### config.mk
export PLATFORM = sky130hd
export DESIGN_NAME = io_dly_serial_ctrl_flat
export DESIGN_NICKNAME = d
export VERILOG_FILES = /design/src/rtl/io_dly_serial_ctrl_if.sv /design/src/rtl/io_dly_serial_ctrl.sv /design/src/flat_wrapper.sv
export SDC_FILE = /design/constraint.sdc
export NUM_CORES = 1
export LEC_CHECK = 0
export CAP_MARGIN = 30
export CORE_MARGIN = 10
export CORE_UTILIZATION = 40
export DETAILED_ROUTE_END_ITERATION = 16
export DONT_BUFFER_PORTS = 1
export PLACE_DENSITY = 0.58
export RECOVER_POWER = 100
export SLEW_MARGIN = 20
export SYNTH_ARGS = -nofsm -noshare
export SYNTH_HDL_FRONTEND = slang
export SYNTH_SLANG_ARGS = --single-unit
### constraint.sdc
create_clock -name CLK -period 2.5 [get_ports CLK]
set_input_delay 0.375 -clock CLK [delete_from_list [all_inputs] [get_ports CLK]]
set_output_delay 0.375 -clock CLK [all_outputs]
set_load 0.01 [all_outputs]
### src/rtl/io_dly_serial_ctrl_if.sv
// Command/readback port of the IO delay serial controller.
interface io_dly_serial_ctrl_if #(
  parameter int unsigned CHAIN_LEN = 12
);
  logic                 cmd_valid;
  logic                 cmd_ready;
  logic                 cmd_load;
  logic                 cmd_sel;
  logic [CHAIN_LEN-1:0] cmd_data;
  logic [CHAIN_LEN-1:0] rd_data;
  logic                 done;

  modport master (
    output cmd_valid, cmd_load, cmd_sel, cmd_data,
    input  cmd_ready, rd_data, done
  );

  modport slave (
    input  cmd_valid, cmd_load, cmd_sel, cmd_data,
    output cmd_ready, rd_data, done
  );
endinterface

### src/rtl/io_dly_serial_ctrl.sv
// Shifts a parallel delay word MSB first into the IO delay cell chain on
// SCLK/SDI, captures the old chain contents from SDO, and steers C_R_SEL.
module io_dly_serial_ctrl #(
  parameter int unsigned CHAIN_LEN = 12,
  parameter int unsigned CLK_DIV   = 2
) (
  input  logic                 CLK,
  input  logic                 RST,
  io_dly_serial_ctrl_if.slave  cmd,
  output logic                 SCLK,
  output logic                 SDI,
  input  logic                 SDO,
  output logic                 C_R_SEL
);

  localparam int unsigned BIT_W = (CHAIN_LEN > 1) ? $clog2(CHAIN_LEN) : 1;
  localparam int unsigned DIV_W = (CLK_DIV > 1) ? $clog2(CLK_DIV) : 1;
  localparam logic [BIT_W-1:0] BIT_LAST = BIT_W'(CHAIN_LEN - 1);
  localparam logic [DIV_W-1:0] DIV_LAST = DIV_W'(CLK_DIV - 1);

  typedef enum logic [1:0] {
    IDLE     = 2'd0,
    SHIFT_LO = 2'd1,
    SHIFT_HI = 2'd2,
    DONE     = 2'd3
  } state_t;

  state_t               state_q, state_nxt;
  logic                 ready_q, ready_nxt;
  logic                 sclk_q, sclk_nxt;
  logic                 sdi_q, sdi_nxt;
  logic                 crsel_q, crsel_nxt;
  logic                 done_q, done_nxt;
  logic [CHAIN_LEN-1:0] rd_q, rd_nxt;
  logic [CHAIN_LEN-1:0] sr_q, sr_nxt;
  logic [BIT_W-1:0]     bit_q, bit_nxt;
  logic [DIV_W-1:0]     div_q, div_nxt;
  logic                 sel_q, sel_nxt;
  logic                 load_q, load_nxt;

  // State and datapath registers, synchronous reset.
  always_ff @(posedge CLK) begin
    if (RST) begin
      state_q <= IDLE;
      ready_q <= 1'b1;
      sclk_q  <= 1'b0;
      sdi_q   <= 1'b0;
      crsel_q <= 1'b0;
      done_q  <= 1'b0;
      rd_q    <= '0;
      sr_q    <= '0;
      bit_q   <= '0;
      div_q   <= '0;
      sel_q   <= 1'b0;
      load_q  <= 1'b0;
    end else begin
      state_q <= state_nxt;
      ready_q <= ready_nxt;
      sclk_q  <= sclk_nxt;
      sdi_q   <= sdi_nxt;
      crsel_q <= crsel_nxt;
      done_q  <= done_nxt;
      rd_q    <= rd_nxt;
      sr_q    <= sr_nxt;
      bit_q   <= bit_nxt;
      div_q   <= div_nxt;
      sel_q   <= sel_nxt;
      load_q  <= load_nxt;
    end
  end

  // Next-state and next-output logic; SDI only moves at acceptance or on SCLK fall.
  always_comb begin
    state_nxt = state_q;
    ready_nxt = 1'b0;
    sclk_nxt  = sclk_q;
    sdi_nxt   = sdi_q;
    crsel_nxt = crsel_q;
    done_nxt  = 1'b0;
    rd_nxt    = rd_q;
    sr_nxt    = sr_q;
    bit_nxt   = bit_q;
    div_nxt   = div_q;
    sel_nxt   = sel_q;
    load_nxt  = load_q;

    case (state_q)
      IDLE: begin
        ready_nxt = 1'b1;
        if (cmd.cmd_valid && ready_q) begin
          ready_nxt = 1'b0;
          sel_nxt   = cmd.cmd_sel;
          load_nxt  = cmd.cmd_load;
          if (cmd.cmd_load) begin
            sr_nxt    = cmd.cmd_data;
            sdi_nxt   = cmd.cmd_data[CHAIN_LEN-1];
            crsel_nxt = 1'b0;
            bit_nxt   = '0;
            div_nxt   = '0;
            state_nxt = SHIFT_LO;
          end else begin
            state_nxt = DONE;
          end
        end
      end

      SHIFT_LO: begin
        if (div_q == DIV_LAST) begin
          sclk_nxt  = 1'b1;
          sr_nxt    = {sr_q[CHAIN_LEN-2:0], SDO};
          div_nxt   = '0;
          state_nxt = SHIFT_HI;
        end else begin
          div_nxt = div_q + DIV_W'(1);
        end
      end

      SHIFT_HI: begin
        if (div_q == DIV_LAST) begin
          sclk_nxt = 1'b0;
          div_nxt  = '0;
          if (bit_q == BIT_LAST) begin
            state_nxt = DONE;
          end else begin
            bit_nxt   = bit_q + BIT_W'(1);
            sdi_nxt   = sr_q[CHAIN_LEN-1];
            state_nxt = SHIFT_LO;
          end
        end else begin
          div_nxt = div_q + DIV_W'(1);
        end
      end

      DONE: begin
        done_nxt  = 1'b1;
        crsel_nxt = sel_q;
        if (load_q) begin
          rd_nxt = sr_q;
        end
        state_nxt = IDLE;
      end

      default: begin
        state_nxt = IDLE;
      end
    endcase
  end

  assign cmd.cmd_ready = ready_q;
  assign cmd.done      = done_q;
  assign cmd.rd_data   = rd_q;
  assign SCLK          = sclk_q;
  assign SDI           = sdi_q;
  assign C_R_SEL       = crsel_q;

endmodule

### src/flat_wrapper.sv
// flat-port wrapper written by rule: the top's interface ports become plain ports
module io_dly_serial_ctrl_flat 
#(
  parameter int unsigned CHAIN_LEN = 12,
  parameter int unsigned CLK_DIV   = 2
)
  (CLK, RST, SCLK, SDI, SDO, C_R_SEL, cmd_cmd_valid, cmd_cmd_load, cmd_cmd_sel, cmd_cmd_data, cmd_cmd_ready, cmd_rd_data, cmd_done);
  io_dly_serial_ctrl_if #(.CHAIN_LEN(CHAIN_LEN)) cmd_i ();
  input  logic CLK;
  input  logic RST;
  output logic SCLK;
  output logic SDI;
  input  logic SDO;
  output logic C_R_SEL;
  input wire logic [$bits(cmd_i.cmd_valid)-1:0] cmd_cmd_valid;
  input wire logic [$bits(cmd_i.cmd_load)-1:0] cmd_cmd_load;
  input wire logic [$bits(cmd_i.cmd_sel)-1:0] cmd_cmd_sel;
  input wire logic [$bits(cmd_i.cmd_data)-1:0] cmd_cmd_data;
  output wire logic [$bits(cmd_i.cmd_ready)-1:0] cmd_cmd_ready;
  output wire logic [$bits(cmd_i.rd_data)-1:0] cmd_rd_data;
  output wire logic [$bits(cmd_i.done)-1:0] cmd_done;
  assign cmd_i.cmd_valid = cmd_cmd_valid;
  assign cmd_i.cmd_load = cmd_cmd_load;
  assign cmd_i.cmd_sel = cmd_cmd_sel;
  assign cmd_i.cmd_data = cmd_cmd_data;
  assign cmd_cmd_ready = cmd_i.cmd_ready;
  assign cmd_rd_data = cmd_i.rd_data;
  assign cmd_done = cmd_i.done;
  io_dly_serial_ctrl #(.CHAIN_LEN(CHAIN_LEN), .CLK_DIV(CLK_DIV)) u_core (.CLK(CLK), .RST(RST), .cmd(cmd_i), .SCLK(SCLK), .SDI(SDI), .SDO(SDO), .C_R_SEL(C_R_SEL));
endmodule
* Yosys cells after proc, flatten, opt, wreduce, memory -nomap -nowiden *
Index checks and enable logic that the tools add are counted.

storage, ports and cells
  flip-flop bits (word level) = 38
  bits in latches = 0
  bits in writable memories = 0
  ROM bits = 0
  output and inout port bits = 17
  word-level logic and storage cells = 70
  memories = 0

operators by class
  add/subtract/negate cells = 2
  $mul = 0
  divide/modulo/power cells = 0
  $lt $le $gt $ge = 0
  equal/unequal tests = 9
  shift-type cells = 0
  mux-type cells = 31
  bitwise operators = 0
  reductions and logical operators = 16

operator list
  cell                                                                      number
  12-bit two-way mux                                                        3
  12-bit case mux with 2 select lines                                       1
  4-bit two-way mux                                                         4
  1-bit two-way mux                                                         12
  3-bit AND reduction                                                       4
  2-bit two-way mux                                                         5
  2-bit nonzero test                                                        5
  1-bit case mux with 2 select lines                                        4
  2-bit case mux with 4 select lines                                        1
  4-bit case mux with 2 select lines                                        1
  2-bit by 1-bit inequality test with 1-bit output (second input constant)  3
  5-bit AND reduction                                                       1
  4-bit by 1-bit adder with 4-bit output (second input constant)            1
  2-bit == test (second input constant)                                     2
  4-bit == test (second input constant)                                     1
  2-bit inequality test (second input constant)                             2
  2-bit AND reduction                                                       2
  4-bit AND reduction                                                       1
  2-bit by 1-bit == test with 1-bit output (second input constant)          1
  2-bit logical NOT                                                         1
  2-bit OR reduction                                                        1
  1-bit adder (second input constant)                                       1
  1-bit logical AND                                                         1

* Logic depth before layout (Yosys ltp) *
Gate-level depths: netlist of the first run.

  depth in word-level cells = 4
  depth in mapped cells = 8
  depth with buffers taken out = 6

* Least setup slack after synthesis of the first run *
OpenSTA, ideal clock, no wires.

  path type = flip-flop to flip-flop
  start point = reg u_core.state_q[0]
  end point = reg u_core.bit_q[3]
  library setup time = 0.130 ns
  data arrival time = 1.603 ns
  required time = 2.370 ns
  setup slack = 0.767 ns
  cell stages (with the launch flop) = 8
  buffers on the path = 1
  period minus slack after synthesis = 1.733 ns
  cell sequence = dfxtp_1 -> inv_1 -> ha_1 -> buf_6 -> nand2b_1 -> a221oi_4 -> a21boi_1 -> o22ai_1

between the ends
  word-level cells in the longest chain between the ends = 3
  elaborated cells on any way between the ends = 9

ends and longest elaborated chain
  item                                                                  RTL line                  RTL
  start, declared                                                       io_dly_serial_ctrl.sv:28  state_t state_q, state_nxt;
  start signal, assigned                                                io_dly_serial_ctrl.sv:57  state_q <= state_nxt;
  2-bit == test or 2-bit logical NOT (tied branches)                    io_dly_serial_ctrl.sv:87  case (state_q)
  2-bit inequality test (no source line), or another cell as far along  n/a
  5-bit AND reduction (no source line)                                  n/a
  end signal, assigned                                                  io_dly_serial_ctrl.sv:65  bit_q <= bit_nxt;
  end, declared                                                         io_dly_serial_ctrl.sv:36  logic [BIT_W-1:0] bit_q, bit_nxt;

Parallel ways exist; a longest one is shown, timed or not.
A chain may end at the register's enable or synchronous reset.

* Worst setup path in the final report of the first run *
Same ends and word-level chain as after synthesis.

==> summary by stage, run 1 <==
STA
The summed negative setup slack over all endpoints is 0 ps. Setup violations remaining at the end of the flow were counted as 0. In the finished design, the share of the clock period the worst path needs comes to 0.836. The peak clock frequency supported by timing is 0.479 GHz.

The worst setup skew after layout is 5.59 ps. Setup repair after global routing left no endpoint under its margin. The number of failing hold endpoints at the final stage is 0. For the pin with the worst max-slew slack, the measured transition is 601 ps. The relative slew slack is 0.599. The number of pins with negative max-slew slack in the final report is 0. For the finished layout, the period the worst path requires is 2090 ps.

The minimum setup slack in the final design is 411 ps.

Synth
After synthesis the cells add up to 1730 µm². The mean instance size in the synthesized netlist is 9.09 µm². The synthesized netlist cell count is 190. Of the synthesized area, sequential elements account for 0.441. The most common cell in the netlist is sky130_fd_sc_hd__dfxtp_1.

sky130_fd_sc_hd__dfxtp_1 takes more of the synthesized area than any other cell. The proportion of synthesized flip-flops having asynchronous set or reset is 0. The total of flip-flops plus latches after synthesis is 38. The share of synthesized area in the top cell type comes to 0.441. The synthesis warning total is 0. The count of different cell masters after synthesis is 30. After synthesis, the cell types taking the most area are sky130_fd_sc_hd__dfxtp_1 44%, sky130_fd_sc_hd__mux2i_1 8.1%, sky130_fd_sc_hd__a211oi_1 6.5%. The commonest cells after synthesis are 38 x sky130_fd_sc_hd__dfxtp_1, 29 x sky130_fd_sc_hd__nand2_1, 20 x sky130_fd_sc_hd__nor2_1. The commonest register cell after synthesis is sky130_fd_sc_hd__dfxtp_1. When the netlist entered floorplanning its net count stood at 216.

In this run, synthesis inferred 0 flip-flops with an integrated enable.

Placed design
Timing analysis after detailed placement gives a worst setup slack of 494 ps. The HPWL after detailed placement is 2650 µm. The final weighted congestion in routability-driven placement is 0.771. The placed instances occupy a cell area of 1740 µm².

Buffers placed on the I/O ports in this run total 0.

Pwr
The share of total power dissipated in sequential elements is 0.437. Summed over all nets, the switching power comes to 0.627 mW. The clock network fraction of total power is 0.275. Of the total power, the share spent switching nets is 0.328.

For this design the static power due to leakage is 0.627 nW. The worst voltage drop across the vdd grid is 0.000488 V. For this design the ratio of total power to cell area is 1040 nW/µm². The combinational cell fraction of total power is 0.288.

The internal power of the cells totals 1.28 mW.

Worst hold path
The worst min-delay path category is in2reg.

Clocking
Counting the buffers created by CTS gives 5. The tree built by TritonCTS fans out to 38 sinks. The quantity of hold-fixing buffers added after cts is 0. Post-CTS timing repair inserted 0 buffers for setup.

TritonCTS built the clock tree. After clock tree synthesis, the clock-pin slew on the worst setup and hold paths is 70 ps. The number of levels the H-tree was split into is 2. After clock tree synthesis, the repair step resized 0 gates. The clock passes through at most 2 buffers. The cell at the root of the clock tree is sky130_fd_sc_hd__clkbuf_8. The later pin in the worst-skew pair is clocked with a latency of 280 ps.

Setup path
The data arrival time of the critical path is 2260 ps. The path type of the worst setup path is reg2reg. The register-to-register setup slack is 410 ps. The number of buffers and inverters on the critical path is 1. The critical path goes through inv_1 > ha_1 > nand4_4 > a221oi_2 > a21boi_1 > o22ai_1. The maximum single-stage delay on the critical path is 580 ps. The highest fanout seen on the critical path is 10. Data on the critical path is required at its endpoint by 2670 ps.

The category of the worst setup path launch point is a register. For this design, the slowest cell found on the critical path is sky130_fd_sc_hd__a221oi_2. STA classifies the critical path endpoint as a register. The family with the most delay on the worst path is compound AO/OA/AOI/OAI gates.

Floorplanning
The floorplan step set the die height to 85.7 µm. For this design the top-level I/O count stands at 35. The chip width is 85.7 µm.

The number of standard-cell rows in the floorplan is 23. The initial utilization of the core area, before any placement, comes to 0.423. The die covers 7340 µm². The area of the placeable core is 4090 µm².

Detailed routing
The average wire per standard cell is 15.4 µm. The final antenna-violating net count is 0. The first routing iteration left 52 violations. The average vias per placed instance is 5.22. In the detailed route, the total length drawn on met2 is 1600 µm. The total vias in the final route is 1233. After detailed routing, the wire length on met1 is 1740 µm. After detailed routing, the number of remaining DRC violations is 0. The top metal layer carrying routed signals is met4. The total length of routed met3 wires is 268 µm. The number of detailed-routing iterations run before antenna repair is 4. The routed design has 3630 µm of wire.

Cells and area
Fill cells in the final layout number 409. Compared with the post-synthesis result, the final layout area differs by 6.38%. The layout net count is 212. The antenna diode instance count is 0. With fillers left out, the area of the finished cells amounts to 1840 µm². The ratio of cells with drive above 1 in the final layout is 0.0645.

Global route
The number of antenna violations at the first check in global routing was 0. The largest net degree at the start of global routing is 40. The first global-routing pass estimated 6080 µm of wire. In the global route stage, overall resource usage came out at 0.0996.

The via count of the first global-routing pass is 1188. The sum of overflow across all layers after global routing is 0.

Run status
The flow ran to the end, and the final reports show no timing, DRC or antenna violations.

Job
The max-capacitance violation count is 0.
==> stage by stage <==
stage / cells / power [mW] / hold slack (ps) / utilization
after floorplan: 190 / 1.33 / 445 / -
after global placement: 229 / 1.39 / 449 / 0.425
after detailed placement: 229 / 1.41 / 452 / 0.425
after CTS: 236 / 1.94 / 144 / 0.452
after global routing: 236 / 2.04 / 135 / 0.449
final: 236 / 1.91 / 157 / 0.449
==> state kept, by name (all words and copies together), names as in the netlist <==
register / count
u_core.C_R_SEL: 1
u_core.SCLK: 1
u_core.SDI: 1
u_core.bit_q: 4
u_core.cmd.cmd_ready: 1
u_core.cmd.done: 1
u_core.cmd.rd_data: 12
u_core.div_q: 1
u_core.load_q: 1
u_core.sel_q: 1
u_core.sr_q: 12
u_core.state_q: 2
==> area by class of cell <==
class                   instances  area (µm²)  share of cell area
clock buffers                   6        82.6              0.0450
well taps                      50        62.6              0.0341
clock inverters                 1        30.0              0.0163
multi-input cells             137         882               0.480
flip-flops and latches         38         761               0.414
inverters                       3        11.3             0.00613
repair buffers                  1        7.51             0.00409
==> worst reg2reg max path, stage by stage (launching register included) <==
cell and delay, ps:
sky130_fd_sc_hd__dfxtp_1 340, sky130_fd_sc_hd__inv_1 150, sky130_fd_sc_hd__ha_1 360, sky130_fd_sc_hd__nand4_4 200, sky130_fd_sc_hd__a221oi_2 580, sky130_fd_sc_hd__a21boi_1 240, sky130_fd_sc_hd__o22ai_1 100
==> kinds of logic after synthesis <==
family          after synthesis  share of synthesized area
compound gates               42                      0.177
fa+ha+maj                     8                     0.0580
buf+inv                      15                     0.0420
flops                        38                      0.441
mux                          14                     0.0812
simple gates                 73                      0.201
==> per-layer routing <==
metal,track usage,up-vias
li1,-,653
met5,0,-
met1,0.120,554
met2,0.153,24
met4,0.0269,0
met3,0.0492,2
==> final timing paths <==
check / start / endpoint / cells past startpoint
worst max register to register: u_core.state_q[0]$_SDFFE_PP0P_ / u_core.bit_q[3]$_SDFFE_PP0P_ / 6
worst min-delay path: RST / u_core.bit_q[0]$_SDFFE_PP0P_ / 1
worst max-delay path: u_core.state_q[0]$_SDFFE_PP0P_ / u_core.bit_q[3]$_SDFFE_PP0P_ / 6
worst min register to register: u_core.sr_q[7]$_SDFFE_PP0P_ / u_core.cmd.rd_data[7]$_SDFFE_PP0P_ / 2
==> power groups by stage <==
stage / logic [mW] / clock network (mW) / registers (mW)
detailed placement: 0.557 / 0 / 0.849
CTS: 0.562 / 0.540 / 0.836
global route: 0.620 / 0.563 / 0.853
finish: 0.550 / 0.524 / 0.835
global placement: 0.547 / 0 / 0.844
floorplan: 0.515 / 0 / 0.818
==> layout by cell type, fill, tap and decap left out <==
master / instances
sky130_fd_sc_hd__nand3_1: 8
sky130_fd_sc_hd__inv_1: 3
sky130_fd_sc_hd__mux2i_1: 14
sky130_fd_sc_hd__nor3_1: 1
sky130_fd_sc_hd__ha_1: 8
sky130_fd_sc_hd__bufinv_16: 1
sky130_fd_sc_hd__nand4_4: 1
sky130_fd_sc_hd__and4b_1: 1
sky130_fd_sc_hd__and2_0: 1
sky130_fd_sc_hd__clkbuf_8: 6
sky130_fd_sc_hd__a21boi_1: 1
sky130_fd_sc_hd__a21oi_1: 19
sky130_fd_sc_hd__buf_4: 1
sky130_fd_sc_hd__a21o_1: 1
sky130_fd_sc_hd__nand3b_1: 1
sky130_fd_sc_hd__a22oi_4: 1
sky130_fd_sc_hd__nand4b_1: 2
sky130_fd_sc_hd__nand2b_1: 8
sky130_fd_sc_hd__a211oi_1: 15
sky130_fd_sc_hd__dfxtp_1: 38
sky130_fd_sc_hd__o22ai_1: 1
sky130_fd_sc_hd__nor2_1: 20
sky130_fd_sc_hd__nand2_1: 29
sky130_fd_sc_hd__a221o_1: 1
sky130_fd_sc_hd__a21bo_2: 1
sky130_fd_sc_hd__nor2b_1: 1
sky130_fd_sc_hd__a221oi_2: 1
sky130_fd_sc_hd__o2bb2ai_1: 1
(Power assumes the default switching activity.)
==> run 2: changes to the inputs <==
Settings changed: PLACE_DENSITY 0.58 to 0.6.
Clock period 2.5 ns to 1.7 ns, I/O delays scaled along.
==> run 2 against run 1 <==
Against the previous run: cell count grew 5.9%; largest power group unchanged; core utilization grew 3.5 points; highest routed layer unchanged; setup slack worse by 360 ps; fmax rose by 27%; clock skew fell by 0.53 ps; critical path depth up 1; critical path type unchanged; hold slack worse by 120 ps.
==> summary by stage, run 2 (synthesized netlist as in run 1, its figures left out) <==
Run status
The run finished with clean final reports.

Cells and area
The layout net count is 226 (+6.6%). Compared with the post-synthesis result, the final layout area differs by 14.6%. The number of fill cells in the layout is 396 (-3.2%). The antenna diode instance count was 0 (unchanged). The ratio of cells with drive above 1 in the final layout is 0.165 (+0.100). The commonest non-fill, non-tap cell in the layout is sky130_fd_sc_hd__dfxtp_1. In the layout the commonest cells are 36 x sky130_fd_sc_hd__dfxtp_1, 29 x sky130_fd_sc_hd__nand2_1, 20 x sky130_fd_sc_hd__nor2_1, 19 x sky130_fd_sc_hd__a21oi_1. The utilization after layout is 0.484 (+0.0346).

Placed design
The final weighted congestion in routability-driven placement came to 0.848 (+10%). The detailed placer's ending HPWL is 2960 µm (+12%). The number of port buffers came to 0 (unchanged).

Pwr
The ratio of total power to cell area is 1490 nW/µm² (+43%). The switching power summed over all nets is 1.03 mW (+64%). The switching portion of total power is 0.351 (+0.0222). The clock network fraction of total power is 0.197 (-0.078).

The sequential power share is 0.415 (-0.022). The leakage power figure is 0.698 nW (+11%). The internal power consumption is 1.91 mW (+49%). The worst voltage drop across the vdd grid is 0.000612 V (+25%). The combinational cell fraction of total power is 0.388 (+0.100). The post-layout total power is 2.94 mW (+54%).

Global route
The via count of the first global-routing pass was 1278 (+7.6%). The overall fraction of global-route tracks in use is 0.106 (+0.00639). The number of antenna violations at the first check in global routing is 0 (unchanged). The largest net degree at the start of global routing is 40 (unchanged).

The sum of overflow across all layers after global routing is 0 (unchanged). The wire length of the first global-routing pass is 6380 µm (+4.9%).

STA
The worst hold margin is 32.7 ps (-125 ps). The peak clock frequency supported by timing is 0.607 GHz (+27%). The worst setup skew after layout is 5.06 ps (-0.532 ps). The number of failing hold endpoints at the final stage is 0 (unchanged). The minimum period implied by the final worst setup slack is 1650 ps (-441 ps). Setup repair after global routing could not meet its margin everywhere. The ratio of final minimum period to clock period is 0.969 (+0.134). The number of pins with negative max-slew slack in the final report is 0 (unchanged). The final setup violation count is 0 (unchanged). The slew at the pin closest to its max-slew limit was 421 ps (-180 ps). The relative slew slack is 0.719 (+0.120).

Setup path
By startpoint and endpoint, the worst setup path is classified as reg2reg. The slowest stage of the critical path belongs to the cell sky130_fd_sc_hd__dfxtp_2. The register-to-register setup slack is 50 ps (-360 ps).

The maximum single-stage delay on the critical path was 340 ps (-240 ps). The highest fanout seen on the critical path is 6 (-4). Counting stages on the worst path, the most repeated cell is sky130_fd_sc_hd__buf_4. The data arrival time of the critical path is 1850 ps (-410 ps).

The kind of end point of the critical path is a register. The worst setup path is launched from a register. Traced cell by cell, the critical path runs through buf_4 > ha_1 > and4b_1 > a221oi_4 > buf_4 > nor2_1 > a211oi_1.

The critical path required time came to 1900 ps (-770 ps).

Floorplanning
The chip width is 85.7 µm (unchanged). The number of standard-cell rows in the floorplan is 23 (unchanged). The area of the placeable core is 4090 µm² (unchanged). The height of the die came to 85.7 µm (unchanged). The initial core utilization was 0.423 (unchanged). The number of top-level pins was 35 (unchanged). The die area is 7340 µm² (unchanged).

Job
The max-capacitance violation count was 0 (unchanged).

Worst hold path
The path class of the tightest hold or removal check is in2reg.

Clocking
The number of buffers on the longest clock path is 2 (unchanged). The clock tree from TritonCTS is done. The number of clock sinks seen by CTS is 38 (unchanged).

The clock insertion delay at the later pin of the skew report is 290 ps (about the same). The number of levels the H-tree was split into is 2 (unchanged). Clock tree synthesis selected as its root buffer the cell sky130_fd_sc_hd__clkbuf_8. The clock-pin slew on the worst setup and hold paths came to 70 ps (about the same). The TritonCTS buffer count is 5 (unchanged).

Detailed routing
The total wirelength of the detailed-routed design was 4110 µm (+13%). The final antenna-violating net count is 0 (unchanged). The number of detailed-routing iterations run before antenna repair was 4 (unchanged).

The total vias in the final route came to 1340 (+8.7%). The average vias per placed instance is 5.36 (+2.6%). The DRC violation count after routing was 0 (unchanged). The iteration-0 DRC count of the detailed router was 81 (+56%). The average wire per standard cell was 16.4 µm (+6.9%).
run 2: cell count changes in the layout (fill, tap and decap cells not counted), sizes merged:
cell / previous run / this run
bufinv: 1 / 0
buf: 1 / 13
clkbuf: 6 / 7
clkinv: 0 / 2
run 2: power groups by stage:
stage | registers, mW | logic (mW) | clock network [mW]
floorplan | 1.21 | 0.761 | 0
finish | 1.22 | 1.14 | 0.580
detailed placement | 1.24 | 0.997 | 0
global route | 1.24 | 1.26 | 0.634
CTS | 1.22 | 1.03 | 0.595
global placement | 1.22 | 0.959 | 0
run 2: worst paths after layout:
| path | from | end | cells after the start |
|---|---|---|---|
| setup reg to reg | u_core.state_q[1]$_SDFFE_PP0P_ | u_core.SDI$_SDFFE_PP0P_ | 7 |
| hold / removal | RST | u_core.bit_q[0]$_SDFFE_PP0P_ | 1 |
| setup / recovery | u_core.state_q[1]$_SDFFE_PP0P_ | u_core.SDI$_SDFFE_PP0P_ | 7 |
| hold reg to reg | u_core.load_q$_SDFFE_PP0P_ | u_core.load_q$_SDFFE_PP0P_ | 2 |
run 2: critical path, delay by kind of cell (launching register included):
kind                     cells  cell delay [ps]
AO/OA/AOI/OAI                2              430
flip-flops                   1              340
buffers and inverters        2              320
AND/OR/NAND/NOR              2              260
adder cells (fa/ha/maj)      1              210
run 2: cell type report:
class / instances / area (µm²) / area share
multi-input combinational: 137 / 923 / 0.467
sequential: 38 / 763 / 0.386
timing repair buffer: 15 / 139 / 0.0702
clock buffer: 5 / 68.8 / 0.0348
tap: 50 / 62.6 / 0.0316
inverter: 3 / 11.3 / 0.00569
clock inverter: 2 / 10.0 / 0.00506
run 2: repair_timing:
action | in CTS | in global routing
hold buffers | 0 | 0
gates resized for setup | 1 | 5
endpoints found under the setup margin | 3 | 12
gates cloned | 0 | 1
setup buffers | 2 | 1
pin swaps | 1 | 1
run 2: metrics by stage:
stage	setup WS, ps	cell area (µm²)	setup TNS [ps]	std cells
after floorplan	4.18	1730	0	190
after detailed placement	-58.7	1830	-80.1	239
after CTS	28.1	1920	0	248
after global routing	-43.0	1980	-69.9	250
final	52.1	1980	0	250
after global placement	58.3	1830	0	239
run 2: routing by layer:
metal  GRT usage  vias to the layer above  part of all wire
met3      0.0426                        4             0.055
met1       0.121                      626              0.46
met5           0                        -                 0
met4      0.0374                        0            0.0066
met2       0.174                       27              0.48
li1            -                      683                 -
==> run 3: changes to the inputs <==
Settings changed: PLACE_DENSITY 0.6 to 0.58, SETUP_SLACK_MARGIN set to 0.5.
Clock period 1.7 ns to 2.1 ns, I/O delays scaled along.
==> run 3 against run 2 <==
Against the previous run: sequential share of layout area down 0.058 points; count of clock-buffer cells in the layout is 1 higher; routed wire length up 0.12%; core utilization rose by 0.15 points; setup slack better by 310 ps; first-iteration DRC count shrank 9.9%; non-clock buffer count did not move; global-route usage increased by 0.36 points; sequential cell count is the same.
==> summary by stage, run 3 (synthesized netlist as in run 1, its figures left out) <==
Run status
The flow ran to the end, and the final reports show no timing, DRC or antenna violations.

STA
The peak clock frequency supported by timing is 0.576 GHz (-5.0%). The ratio of final minimum period to clock period came to 0.826 (-0.143). The final setup violation count is 0 (unchanged). The number of pins with negative max-slew slack in the final report is 0 (unchanged). The worst setup skew after layout is 5.35 ps (+0.285 ps). The slew at the pin closest to its max-slew limit was 728 ps (+307 ps). The number of failing hold endpoints at the final stage is 0 (unchanged). The worst hold margin came to 74.0 ps (+41.4 ps).

The minimum setup slack in the final design is 365 ps (+312 ps). Setup repair after global routing could not meet its margin everywhere. The minimum period implied by the final worst setup slack is 1740 ps (+87.5 ps). The relative slew slack is 0.515 (-0.205). The summed negative setup slack over all endpoints is 0 ps (unchanged).

Clocking
The number of levels the H-tree was split into was 2 (unchanged). The TritonCTS buffer count was 5 (unchanged). The clock insertion delay at the later pin of the skew report is 290 ps (about the same). The clock-pin slew on the worst setup and hold paths is 80 ps (about the same). TritonCTS built the clock tree. The number of clock sinks seen by CTS is 38 (unchanged).

The number of buffers on the longest clock path was 2 (unchanged). The cell sitting at the root of the clock tree is a sky130_fd_sc_hd__clkbuf_8.

Setup path
The path length in cells of the critical path is 4 (-3). The signal on the critical path passes through ha_1 > and2_0 > nand2_1 > a21oi_1. The kind of end point of the critical path is a register. The family with the most delay on the worst path is simple AND/OR/NAND/NOR gates. The worst reg2reg path endpoint is u_core.cmd.rd_data[8]$_SDFFE_PP0P_.

The length in cells of the worst reg-to-reg path is 4 (-3). The maximum single-stage delay on the critical path is 630 ps (+290 ps). The register-to-register setup slack was 360 ps (+310 ps). The startpoint identified for the worst register-to-register timing path is u_core.state_q[1]$_SDFFE_PP0P_. The category of the worst setup path launch point is a register.

The critical path is of the reg2reg type. The slowest stage of the critical path is the sky130_fd_sc_hd__and2_0 cell. The critical path required time is 2320 ps (+420 ps).

The highest fanout seen on the critical path was 12 (+6). The number of buffers and inverters on the critical path was 0 (-2). The data arrival time of the critical path is 1960 ps (+110 ps).

Placed design
The number of port buffers was 0 (unchanged). The detailed placer's ending HPWL is 2720 µm (-8.3%). The total placed instance area is 1780 µm² (-2.7%). The worst setup timing slack at the placement stage is 325 ps (+383 ps). The final weighted congestion in routability-driven placement was 0.776 (-8.5%).

Pwr
The worst voltage drop across the vdd grid is 0.000454 V (-26%). The ratio of total power to cell area came to 1210 nW/µm² (-19%). The leakage power figure is 0.698 nW (about the same).

Global route
The wire length of the first global-routing pass came to 6450 µm (+1.2%). The overall fraction of global-route tracks in use is 0.110 (+0.00365). The via count of the first global-routing pass is 1283 (+0.39%).

The number of antenna violations at the first check in global routing is 0 (unchanged). The sum of overflow across all layers after global routing came to 0 (unchanged). The largest net degree at the start of global routing is 40 (unchanged).

Cells and area
The library cell used most frequently in the layout, excluding fill and tap cells, is sky130_fd_sc_hd__dfxtp_1. The summed area of non-filler cells in the final layout is 1980 µm² (+0.32%). The layout net count was 227 (+0.44%). The number of fill cells in the layout was 393 (-0.76%). The ratio of cells with drive above 1 in the final layout is 0.163 (-0.00163). The layout-stage area growth over the synthesis result is 14.9%. The antenna diode instance count is 0 (unchanged). The utilization after layout is 0.486 (+0.00153). Leaving out fill and tap cells, the most frequent cells in the layout are 37 x sky130_fd_sc_hd__dfxtp_1, 29 x sky130_fd_sc_hd__nand2_1, 20 x sky130_fd_sc_hd__nor2_1, 18 x sky130_fd_sc_hd__a21oi_1, 15 x sky130_fd_sc_hd__a211oi_1.

Floorplanning
The die area came to 7340 µm² (unchanged). The number of standard-cell rows in the floorplan is 23 (unchanged). The height of the die was 85.7 µm (unchanged).

The number of top-level pins is 35 (unchanged). The chip width is 85.7 µm (unchanged). The area of the placeable core was 4090 µm² (unchanged). The initial core utilization is 0.423 (unchanged).

Worst hold path
The count of cells along the worst hold path is 1 (unchanged). The worst hold path terminates at u_core.bit_q[2]$_SDFFE_PP0P_. In this run the most critical hold path is launched from RST. The worst min-delay path category is in2reg.

Detailed routing
The total vias in the final route was 1343 (+0.22%). The total wirelength of the detailed-routed design is 4120 µm (+0.12%). The number of detailed-routing iterations run before antenna repair is 4 (unchanged).

The final antenna-violating net count is 0 (unchanged). The iteration-0 DRC count of the detailed router is 73 (-9.9%). The average wire per standard cell is 16.3 µm (-0.67%).

The DRC violation count after routing was 0 (unchanged). The average vias per placed instance is 5.33 (-0.57%).

Job
The max-capacitance violation count is 0 (unchanged).
run 3: changes by cell type in the layout (fill, tap and decap cells not counted), sizes merged:
cell,before,now
clkbuf,7,9
clkinvlp,0,1
a22oi,1,2
buf,13,12
clkinv,2,1
run 3: worst max path at each step:
stage / startpoint / end / slack (ps)
floorplan: u_core.state_q[0]$_SDFFE_PP0P_ / u_core.bit_q[3]$_SDFFE_PP0P_ / 500
global placement: u_core.state_q[0]$_SDFFE_PP0P_ / u_core.bit_q[3]$_SDFFE_PP0P_ / 430
detailed placement: u_core.state_q[1]$_SDFFE_PP0P_ / u_core.sr_q[3]$_SDFFE_PP0P_ / 320
CTS: u_core.state_q[0]$_SDFFE_PP0P_ / u_core.SDI$_SDFFE_PP0P_ / 510
global route: u_core.state_q[1]$_SDFFE_PP0P_ / u_core.cmd.rd_data[4]$_SDFFE_PP0P_ / 230
finish: u_core.state_q[1]$_SDFFE_PP0P_ / u_core.cmd.rd_data[8]$_SDFFE_PP0P_ / 360
run 3: area by class of cell:
| class | instances | area [µm²] | area share |
|---|---|---|---|
| clock buffer | 6 | 82.6 | 0.0416 |
| sequential | 38 | 764 | 0.385 |
| clock inverter | 2 | 12.5 | 0.00631 |
| multi-input combinational | 138 | 926 | 0.467 |
| inverter | 3 | 18.8 | 0.00946 |
| tap | 50 | 62.6 | 0.0315 |
| timing repair buffer | 15 | 118 | 0.0593 |
run 3: metrics by stage:
stage          total power [mW]  instances
3_5_place_dp               1.74        229
5_1_grt                    2.55        252
6_report                   2.39        252
4_1_cts                    2.42        247
2_1_floorplan              1.64        190
3_3_place_gp               1.71        229
run 3: per-layer routing:
metal	routed length [µm]	GRT usage	share of wire	vias up
met5	0	0	0	-
met4	61	0.0479	0.015	0
met3	329	0.0549	0.080	4
met2	1950	0.169	0.47	26
met1	1780	0.125	0.43	626
li1	-	-	-	687
run 3: power by group:
part | total (mW) | leakage, nW | switching (mW) | internal, mW
Clock | 0.530 | 0.0472 | 0.266 | 0.264
Sequential | 1.00 | 0.310 | 0.134 | 0.868
Combinational | 0.862 | 0.341 | 0.442 | 0.420
run 3: timing repair:
| item | in CTS | in global routing |
|---|---|---|
| pin swaps | 5 | 9 |
| cloned | 1 | 0 |
| setup buffers | 9 | 5 |
| gates resized for setup | 3 | 6 |
| hold buffers | 0 | 0 |
| endpoints found under the setup margin | 17 | 20 |
